File: config.mk
export PLATFORM = sky130hd
export DESIGN_NAME = circle_plotter
export DESIGN_NICKNAME = d
export VERILOG_FILES = /design/src/rtl/circle_plotter.sv
export SDC_FILE = /design/constraint.sdc
export NUM_CORES = 1
export LEC_CHECK = 0
export ABC_AREA = 0
export CAP_MARGIN = 20
export CELL_PAD_IN_SITES_DETAIL_PLACEMENT = 1
export CELL_PAD_IN_SITES_GLOBAL_PLACEMENT = 2
export CORE_ASPECT_RATIO = 1.75
export CORE_UTILIZATION = 40
export DETAILED_ROUTE_END_ITERATION = 8
export GPL_TIMING_DRIVEN = 0
export PLACE_DENSITY = 0.9
export SYNTH_ARGS = -nofsm -noshare
export SYNTH_HDL_FRONTEND = slang
export SYNTH_SLANG_ARGS = --single-unit
File: constraint.sdc
create_clock -name clock -period 10.2 [get_ports clock]
set_input_delay 2.04 -clock clock [delete_from_list [all_inputs] [get_ports clock]]
set_output_delay 2.04 -clock clock [all_outputs]
set_load 0.02 [all_outputs]
File: src/rtl/circle_plotter.sv
`default_nettype none
// +----------------------------------------------------------------------------+
// | circle_plotter                                                             |
// | Optional frame clear followed by a clipped midpoint-circle outline, driven |
// | onto a vga_adapter write port.                                             |
// | Revision: 1.0                                                              |
// +----------------------------------------------------------------------------+
module circle_plotter #(
   parameter int         SCREEN_W  = 160,
   parameter int         SCREEN_H  = 120,
   parameter bit         CLEAR_EN  = 1'b1,
   parameter logic [2:0] BG_COLOUR = 3'b000
) (
   input  logic       clock,
   input  logic       reset,
   input  logic       start,
   input  logic [7:0] centre_x,
   input  logic [6:0] centre_y,
   input  logic [6:0] radius,
   input  logic [2:0] colour_in,
   output logic [7:0] x,
   output logic [6:0] y,
   output logic [2:0] colour,
   output logic       plot,
   output logic       busy,
   output logic       done
);

   // Octant states are consecutive so each one advances by a simple increment.
   typedef enum logic [3:0] {
      S_IDLE   = 4'd0,
      S_CLEAR  = 4'd1,
      S_INIT   = 4'd2,
      S_OCT0   = 4'd3,
      S_OCT1   = 4'd4,
      S_OCT2   = 4'd5,
      S_OCT3   = 4'd6,
      S_OCT4   = 4'd7,
      S_OCT5   = 4'd8,
      S_OCT6   = 4'd9,
      S_OCT7   = 4'd10,
      S_UPDATE = 4'd11,
      S_DONE   = 4'd12
   } state_t;

   localparam logic        [7:0] c_x_last = 8'(SCREEN_W - 1);
   localparam logic        [6:0] c_y_last = 7'(SCREEN_H - 1);
   localparam logic signed [9:0] c_w_lim  = 10'(SCREEN_W);
   localparam logic signed [9:0] c_h_lim  = 10'(SCREEN_H);

   state_t             r_state;
   logic         [7:0] r_cx;
   logic         [6:0] r_cy;
   logic         [6:0] r_rad;
   logic         [2:0] r_col;
   logic signed  [9:0] r_ox;
   logic signed  [9:0] r_oy;
   logic signed  [9:0] r_crit;
   logic         [7:0] r_clr_x;
   logic         [6:0] r_clr_y;

   logic signed  [9:0] w_cx;
   logic signed  [9:0] w_cy;
   logic signed  [9:0] w_sx;
   logic signed  [9:0] w_sy;
   logic               w_on_screen;
   logic               w_crit_le0;
   logic signed  [9:0] w_oy_next;
   logic signed  [9:0] w_ox_next;
   logic signed  [9:0] w_step;
   logic signed  [9:0] w_crit_next;

   assign w_cx = signed'({2'b00, r_cx});
   assign w_cy = signed'({3'b000, r_cy});

   always_comb begin
      w_sx = w_cx;
      w_sy = w_cy;
      case (r_state)
         S_OCT0:  begin w_sx = w_cx + r_ox; w_sy = w_cy + r_oy; end
         S_OCT1:  begin w_sx = w_cx + r_oy; w_sy = w_cy + r_ox; end
         S_OCT2:  begin w_sx = w_cx - r_ox; w_sy = w_cy + r_oy; end
         S_OCT3:  begin w_sx = w_cx - r_oy; w_sy = w_cy + r_ox; end
         S_OCT4:  begin w_sx = w_cx - r_ox; w_sy = w_cy - r_oy; end
         S_OCT5:  begin w_sx = w_cx - r_oy; w_sy = w_cy - r_ox; end
         S_OCT6:  begin w_sx = w_cx + r_ox; w_sy = w_cy - r_oy; end
         S_OCT7:  begin w_sx = w_cx + r_oy; w_sy = w_cy - r_ox; end
         default: begin w_sx = w_cx;        w_sy = w_cy;        end
      endcase
   end

   // Negative sums are rejected outright, so nothing wraps back onto the screen.
   assign w_on_screen = !w_sx[9] && (w_sx < c_w_lim) && !w_sy[9] && (w_sy < c_h_lim);

   assign w_crit_le0  = (r_crit <= 10'sd0);
   assign w_oy_next   = r_oy + 10'sd1;
   assign w_ox_next   = w_crit_le0 ? r_ox : (r_ox - 10'sd1);
   assign w_step      = w_crit_le0 ? w_oy_next : (w_oy_next - w_ox_next);
   assign w_crit_next = r_crit + (w_step <<< 1) + 10'sd1;

   always_ff @(posedge clock or posedge reset) begin
      if (reset) begin
         r_state <= S_IDLE;
         r_cx    <= '0;
         r_cy    <= '0;
         r_rad   <= '0;
         r_col   <= '0;
         r_ox    <= '0;
         r_oy    <= '0;
         r_crit  <= '0;
         r_clr_x <= '0;
         r_clr_y <= '0;
         x       <= '0;
         y       <= '0;
         colour  <= '0;
         plot    <= 1'b0;
         busy    <= 1'b0;
         done    <= 1'b0;
      end else begin
         plot <= 1'b0;
         case (r_state)
            S_IDLE: begin
               if (start) begin
                  r_cx    <= centre_x;
                  r_cy    <= centre_y;
                  r_rad   <= radius;
                  r_col   <= colour_in;
                  r_clr_x <= '0;
                  r_clr_y <= '0;
                  busy    <= 1'b1;
                  r_state <= CLEAR_EN ? S_CLEAR : S_INIT;
               end
            end
            S_CLEAR: begin
               x      <= r_clr_x;
               y      <= r_clr_y;
               colour <= BG_COLOUR;
               plot   <= 1'b1;
               if (r_clr_x == c_x_last) begin
                  r_clr_x <= '0;
                  if (r_clr_y == c_y_last) begin
                     r_clr_y <= '0;
                     r_state <= S_INIT;
                  end else begin
                     r_clr_y <= r_clr_y + 7'd1;
                  end
               end else begin
                  r_clr_x <= r_clr_x + 8'd1;
               end
            end
            S_INIT: begin
               r_ox    <= signed'({3'b000, r_rad});
               r_oy    <= '0;
               r_crit  <= 10'sd1 - signed'({3'b000, r_rad});
               r_state <= S_OCT0;
            end
            S_OCT0, S_OCT1, S_OCT2, S_OCT3, S_OCT4, S_OCT5, S_OCT6, S_OCT7: begin
               if (w_on_screen) begin
                  x      <= w_sx[7:0];
                  y      <= w_sy[6:0];
                  colour <= r_col;
                  plot   <= 1'b1;
               end
               r_state <= state_t'(r_state + 4'd1);
            end
            S_UPDATE: begin
               r_oy   <= w_oy_next;
               r_ox   <= w_ox_next;
               r_crit <= w_crit_next;
               if (w_oy_next <= w_ox_next) begin
                  r_state <= S_OCT0;
               end else begin
                  r_state <= S_DONE;
                  done    <= 1'b1;
               end
            end
            S_DONE: begin
               // Waiting for start to fall prevents a held start from retriggering.
               if (!start) begin
                  r_state <= S_IDLE;
                  busy    <= 1'b0;
                  done    <= 1'b0;
               end
            end
            default: begin
               r_state <= S_IDLE;
               busy    <= 1'b0;
               done    <= 1'b0;
            end
         endcase
      end
   end

endmodule
`default_nettype wire

==> out/qor.yml, run 1 <==
synthesis:
  yosysWarnings: 0
  synth_edf_count: 0
  synth_cells: 894
  ys_ff_latch: 95
  synth_fp_nets: 969
  ys.flop_type: "dfrtp_1"
  ys_seq_area_share_pct: 32.0
  synth.area.top_cells: "dfrtp_1 (32%), ha_1 (7.2%), nand2_1 (6.4%)"
  syn_avg_cell_area_um2: 8.32
  synth_cell_type_count: 74
  synth_top_area_share_pct: 32.0
  syn_area_mm2: 0.00744
  async_flop_share_pct: 100
  synth_area_leader_cell: "dfrtp_1"
cts:
  clk_latency_ns: 0.36
  cts_buffer_depth: 2
  post-cts-setup-buffers: 0
  cts-root-buf: "clkbuf_16"
  cts-buffers-inserted: 9
  clock-sinks: 95
  clk_pin_slew_ns: 0.07
  cts_tree: "done"
  htree_levels: 3
  cts-resized-gates: 0
  hold_buffers: 0
worst_setup_path:
  crit_slowest_cell: "a32oi_4"
  crit_fanout: 10
  crit_path_cell_trace: "inv_1 > ha_1 > buf_2 > or2_1 > nand2_1 > clkbuf_1 > nor2_1 > nor2_1 > a21oi_1 > a221oi_1 > ha_1 > o21ai_0 > a21oi_1 > o21ai_0 > a21boi_1 > nand3_1 > xor2_1 > nor3_4 > a32oi_4 > buf_6 > mux2_4"
  slowest_delay_ns: 0.46
  arrival_ns: 5.66
  start_kind: "register"
  crit_buf_inv: 4
  required_ns: 10.44
  worstSetupPathType: "register to register"
  path_delay_family: "compound AO/OA/AOI/OAI gates"
  cp-end-kind: "register"
power_and_ir_drop:
  p_per_area_mw_per_mm2: 330
  power.switching_mw: 1.39
  intPower_mw: 1.42
  ir_worst_vdd_v: 0.000117
  switching_share_pct: 49.5
  power_frac_comb_pct: 66.8
  pwr-share-clk_pct: 11.7
  p_leak_nw: 3.69
  seq_power_share_pct: 21.5
  finalPower_mw: 2.81
global_routing:
  use_met3_pct: 2.86
  grt_pass1_vias: 7456
  grtUsageTotal_pct: 27.0
  top_usage_layer: "met2"
  gr-usage-met1_pct: 27.3
  grt_overflow_total: 0
  grtUsageMet2_pct: 53.9
  grt_max_degree: 63
  antenna_found_initial: 0
  grt_pass1_wl_um: 39800
drt:
  via_per_inst: 5.76
  drt-wirelength-per-cell_um: 20.6
  ant_nets: 0
  drt_iter0_markers: 326
  dr.pass1.iters: 4
  routed_wirelength_um: 24600
  drc: 0
  vias: 6877
sta:
  holdWs_ns: 0.506
  hold_viol: 0
  final.setup.tns_ns: 0
  fin_crit_ns: 5.41
  finalCritPeriodShare_pct: 53.0
  slew_headroom_pct: 30.9
  rsz0062_at_grt: "no"
  fmax_ghz: 0.185
  tightest_slew_ns: 1.03
  finalSetupViolCount: 0
  final.setup_skew_ns: 0.00755
  layout_setup_ws_ns: 4.79
  slew_violations: 0
floorplan:
  dieArea_mm2: 0.0192
  ios: 49
  start_util_pct: 41.0
  core_mm2: 0.0181
  die_h_um: 182
  num_rows: 65
  die_x_um: 105
finish:
  diodes: 0
  multiInputGateArea_mm2: 0.00471
  fillers: 2208
  regArea_mm2: 0.00238
  areaGrowthSynthToFinish_pct: 14.6
  nets: 1030
  stdcell_count: 1194
  drive_gt1_share_pct: 9.48
flow_run:
  maxCapViolCount: 0
worst_hold_path:
  min_path_type: "register to register"
placed_design:
  gp_congestion: 0.872
  numPortBuffers: 48
  dp_hpwl_um: 19700
  dp_cells: 1177
  dp_slack_ns: 4.56
status:
  status: "completed"
==> cell usage in the layout, fill, tap and decap left out, drive strengths merged, types with 6 or more instances in the layout <==
cell type / netlist / routed
a22o: 6 / 6
nand3b: 6 / 6
nand3: 25 / 25
nor4: 6 / 6
inv: 36 / 37
buf: 14 / 16
ha: 43 / 43
nor2: 80 / 80
nand2b: 11 / 11
nand4: 7 / 7
o21ai: 82 / 82
a211oi: 6 / 6
xor2: 25 / 25
a21oi: 69 / 69
mux2: 35 / 35
and2: 7 / 7
o21bai: 10 / 10
and3: 19 / 19
nand2: 126 / 126
clkdlybuf4s50: 0 / 48
dfrtp: 95 / 95
nor3: 26 / 26
clkbuf: 33 / 43
o22ai: 12 / 12
a221oi: 6 / 6
o21a: 7 / 7
a21o: 9 / 9
xnor2: 23 / 23
==> cell usage after synthesis (3+ instances only) <==
library cell  count
nand2_1         126
dfrtp_1          95
nor2_1           80
o21ai_0          79
a21oi_1          68
ha_1             43
inv_1            36
clkbuf_1         33
mux2_2           28
xor2_1           25
nand3_1          24
xnor2_1          23
nor3_1           21
and3_1           19
o22ai_1          12
nand2b_1         11
o21bai_1         10
a21o_1            9
and2_1            7
buf_2             7
mux2_4            7
nand4_1           7
o21a_1            7
a211oi_1          6
a221oi_1          6
a22o_1            6
nand3b_1          6
a31oi_1           5
o211ai_1          5
buf_6             4
fa_1              4
nor2b_1           4
nor4_1            4
o311ai_0          4
or2_2             4
or3_1             4
a2bb2o_4          3
nor3_2            3
o31ai_1           3
==> power by group through the flow <==
| stage | Clock (mW) | Combinational [mW] | Sequential, mW |
|---|---|---|---|
| 2_1_floorplan | 0 | 1.34 | 0.611 |
| 3_3_place_gp | 0 | 1.83 | 0.607 |
| 3_5_place_dp | 0 | 1.87 | 0.612 |
| 4_1_cts | 0.336 | 1.88 | 0.607 |
| 5_1_grt | 0.347 | 2.08 | 0.622 |
| 6_report | 0.328 | 1.88 | 0.605 |
==> cells by family after synthesis <==
logic type               count (synthesis)  synth area share, %
AND/OR/NAND/NOR                        332                 21.2
AO/OA/AOI/OAI                          252                 22.2
buffers and inverters                   83                 4.76
flip-flops                              95                 32.0
adder cells (fa/ha/maj)                 47                 8.31
XOR/XNOR                                48                 5.65
multiplexers                            37                 5.92
==> worst reg2reg max path, cell delays in order (launching register included) <==
cell and delay, ns:
dfrtp_1 0.41, inv_1 0.11, ha_1 0.26, buf_2 0.20, or2_1 0.30, nand2_1 0.12
clkbuf_1 0.42, nor2_1 0.09, nor2_1 0.11, a21oi_1 0.05, a221oi_1 0.41, ha_1 0.31
o21ai_0 0.12, a21oi_1 0.23, o21ai_0 0.18, a21boi_1 0.39, nand3_1 0.21, xor2_1 0.26
nor3_4 0.09, a32oi_4 0.46, buf_6 0.26, mux2_4 0.32
==> registers in the layout (all words and copies together), names as in the netlist, 8 cells and up <==
register,cells
r_clr_x,8
r_oy,10
r_cx,8
r_crit,10
x,8
r_ox,10
==> metrics by stage <==
| step | instance area, um2 | util (%) |
|---|---|---|
| floorplan | 7440 | - |
| global placement | 8210 | 45.3 |
| detailed placement | 8240 | 45.4 |
| CTS | 8520 | 47.0 |
| global route | 8520 | 47.0 |
| finish | 8520 | 47.0 |
==> layer usage <==
metal	vias up	wire (um)
li1	3299	-
met1	3402	8980
met2	122	14000
met3	54	530
met4	0	1050
met5	-	0
==> worst paths after layout <==
check | cells past startpoint | slack (ns) | startpoint | to
setup / recovery | 21 | 4.79 | r_state[0] | y[2]
hold / removal | 1 | 0.51 | colour[1] | colour[1]
setup reg to reg | 21 | 4.79 | r_state[0] | y[2]
hold reg to reg | 1 | 0.51 | colour[1] | colour[1]
max in group asynchronous | 3 | 7.44 | reset | r_cy[5]
min in group asynchronous | 2 | 2.06 | reset | r_clr_x[3]
==> layout make-up <==
class / count / area share, %
Multi-Input combinational cell: 716 / 55.2
Timing Repair Buffer: 50 / 6.02
Inverter: 36 / 1.62
Clock buffer: 10 / 2.69
Clock inverter: 6 / 0.529
Sequential cell: 95 / 27.9
Tap cell: 234 / 3.44
Buffer: 47 / 2.57
No activity file was read; power rests on OpenSTA's default activity.
==> inputs of run 2 (changes only) <==
--- a/config.mk
+++ b/config.mk
@@ -10,10 +10,10 @@
 export CELL_PAD_IN_SITES_DETAIL_PLACEMENT = 1
 export CELL_PAD_IN_SITES_GLOBAL_PLACEMENT = 2
 export CORE_ASPECT_RATIO = 1.75
-export CORE_UTILIZATION = 40
+export CORE_UTILIZATION = 33
 export DETAILED_ROUTE_END_ITERATION = 8
 export GPL_TIMING_DRIVEN = 0
-export PLACE_DENSITY = 0.9
+export PLACE_DENSITY = 0.8
 export SYNTH_ARGS = -nofsm -noshare
 export SYNTH_HDL_FRONTEND = slang
 export SYNTH_SLANG_ARGS = --single-unit
==> constraint.sdc (replaced) <==
create_clock -name clock -period 4.92 [get_ports clock]
set_input_delay 0.984 -clock clock [delete_from_list [all_inputs] [get_ports clock]]
set_output_delay 0.984 -clock clock [all_outputs]
set_load 0.02 [all_outputs]
==> run 2 against run 1 <==
Final cell count up 5.4%. Register-to-register slack got worse by 4.5 ns. Final area rose by 3.8%. Hold slack better by 0.0022 ns. Critical path type unchanged. Critical endpoint is now x[3].
==> out/qor.yml, run 2 (synthesis results as in run 1) <==
status:
  status: "completed"
worst_hold_path:
  min_path_type: "register to register"
  hp-start: "x[4]"
  min_path_cells: 1
drt:
  routed_wirelength_um: 25200
  ant_nets: 0
  drt_iter0_markers: 284
  via_per_inst: 5.48
  drt-wirelength-per-cell_um: 20.0
  dr.pass1.iters: 4
  vias: 6894
  drc: 0
cts:
  cts_tree: "done"
  clk_latency_ns: 0.37
  hold_buffers: 0
  clk_pin_slew_ns: 0.07
  cts-root-buf: "clkbuf_16"
  cts_buffer_depth: 2
  clock-sinks: 95
  cts-buffers-inserted: 9
  htree_levels: 3
worst_setup_path:
  crit_slowest_cell: "dfrtp_2"
  cp-end-kind: "register"
  crit_fanout: 10
  crit_start: "r_state[1]"
  cp_num_cells: 20
  arrival_ns: 4.87
  r2r_start: "r_state[1]"
  required_ns: 5.17
  crit_buf_inv: 4
  reg2regPathDepth: 20
  worstSetupPathType: "register to register"
  crit_path_cell_trace: "inv_1 > ha_2 > buf_4 > o21bai_1 > a221oi_4 > clkbuf_4 > o211ai_1 > o21ai_0 > nand3_1 > ha_1 > nand3_1 > o2111ai_2 > a2111o_1 > nand2_1 > nor3_2 > xnor2_2 > nor3_4 > a32oi_4 > buf_4 > mux2_2"
  path_delay_family: "compound AO/OA/AOI/OAI gates"
  slowest_delay_ns: 0.45
  start_kind: "register"
sta:
  final.setup_skew_ns: 0.0107
  slew_headroom_pct: 30.0
  finalSetupViolCount: 0
  slew_violations: 0
  fin_crit_ns: 4.62
  finalCritPeriodShare_pct: 93.9
  fmax_ghz: 0.216
  tightest_slew_ns: 1.04
  holdWs_ns: 0.508
  hold_viol: 0
floorplan:
  dieArea_mm2: 0.0232
  core_mm2: 0.0221
  num_rows: 72
  start_util_pct: 33.7
  ios: 49
  die_x_um: 115
  die_h_um: 201
power_and_ir_drop:
  ir_worst_vdd_v: 0.000209
  power.switching_mw: 2.95
  power_frac_comb_pct: 66.6
  seq_power_share_pct: 20.6
  switching_share_pct: 48.2
  intPower_mw: 3.17
  p_leak_nw: 3.80
  pwr-share-clk_pct: 12.8
  p_per_area_mw_per_mm2: 692
global_routing:
  antenna_found_initial: 0
  grtUsageTotal_pct: 22.7
  grt_pass1_vias: 7379
  grt_overflow_total: 0
  grt_pass1_wl_um: 39800
  grt_max_degree: 57
finish:
  top_regs: "r_crit (10), r_ox (10), r_oy (10)"
  layout_common_cells: "nand2_1 (124), dfrtp_1 (94), nor2_1 (79)"
  final_common_cell: "nand2_1"
  nets: 1034
  stdcell_count: 1259
  drive_gt1_share_pct: 12.9
  diodes: 0
  areaGrowthSynthToFinish_pct: 18.9
  fin_util_pct: 40.1
placed_design:
  dp_cells: 1241
  dp_hpwl_um: 20100
  numPortBuffers: 48
  gp_congestion: 0.850
flow_run:
  maxCapViolCount: 0
run 2: final timing paths:
kind                               to  slack (ns)
setup / recovery                 x[3]        0.30
hold / removal                   x[4]        0.51
setup reg to reg                 x[3]        0.30
hold reg to reg                  x[4]        0.51
max in group asynchronous     r_cy[2]        3.21
min in group asynchronous  r_state[0]        1.03
run 2: stage by stage:
step	power (mW)	TNS [ns]	worst slack [ns]	instance area, um2
2_1_floorplan	4.05	0	0.441	7440
3_3_place_gp	5.06	-41.70	-0.848	8290
3_5_place_dp	5.17	-6.74	-0.450	8330
4_1_cts	6.04	0	0.00406	8720
5_1_grt	6.63	-0.00155	-0.00155	8840
6_report	6.12	0	0.300	8840
run 2: layout make-up:
cell class                      instances  area (um2)
Inverter                               36         138
Fill cell                            2644       13200
Buffer                                 44         229
Clock inverter                          6        93.8
Multi-Input combinational cell        716        4840
Clock buffer                            9         225
Tap cell                              296         370
Timing Repair Buffer                   57         568
Sequential cell                        95        2380
run 2: repair_timing:
item | in CTS | in global routing
pin swaps | 2 | 6
endpoints found under the hold margin | 0 | 0
setup endpoints to repair | 24 | 20
buffers inserted | 4 | 2
resized for setup | 14 | 31
run 2: layer usage:
metal	share of wire (%)	global-route usage (%)	wire length, um
met3	1.8	2.26	445
met5	0	0	0
met1	37	23.2	9370
met4	4.0	10.9	996
met2	57	44.3	14400
run 2: power by group through the flow:
stage | combinational (mW) | clock (mW) | sequential, mW
floorplan | 2.78 | 0 | 1.27
global placement | 3.79 | 0 | 1.27
detailed placement | 3.89 | 0 | 1.27
CTS | 3.98 | 0.800 | 1.26
global route | 4.52 | 0.825 | 1.29
finish | 4.08 | 0.784 | 1.26
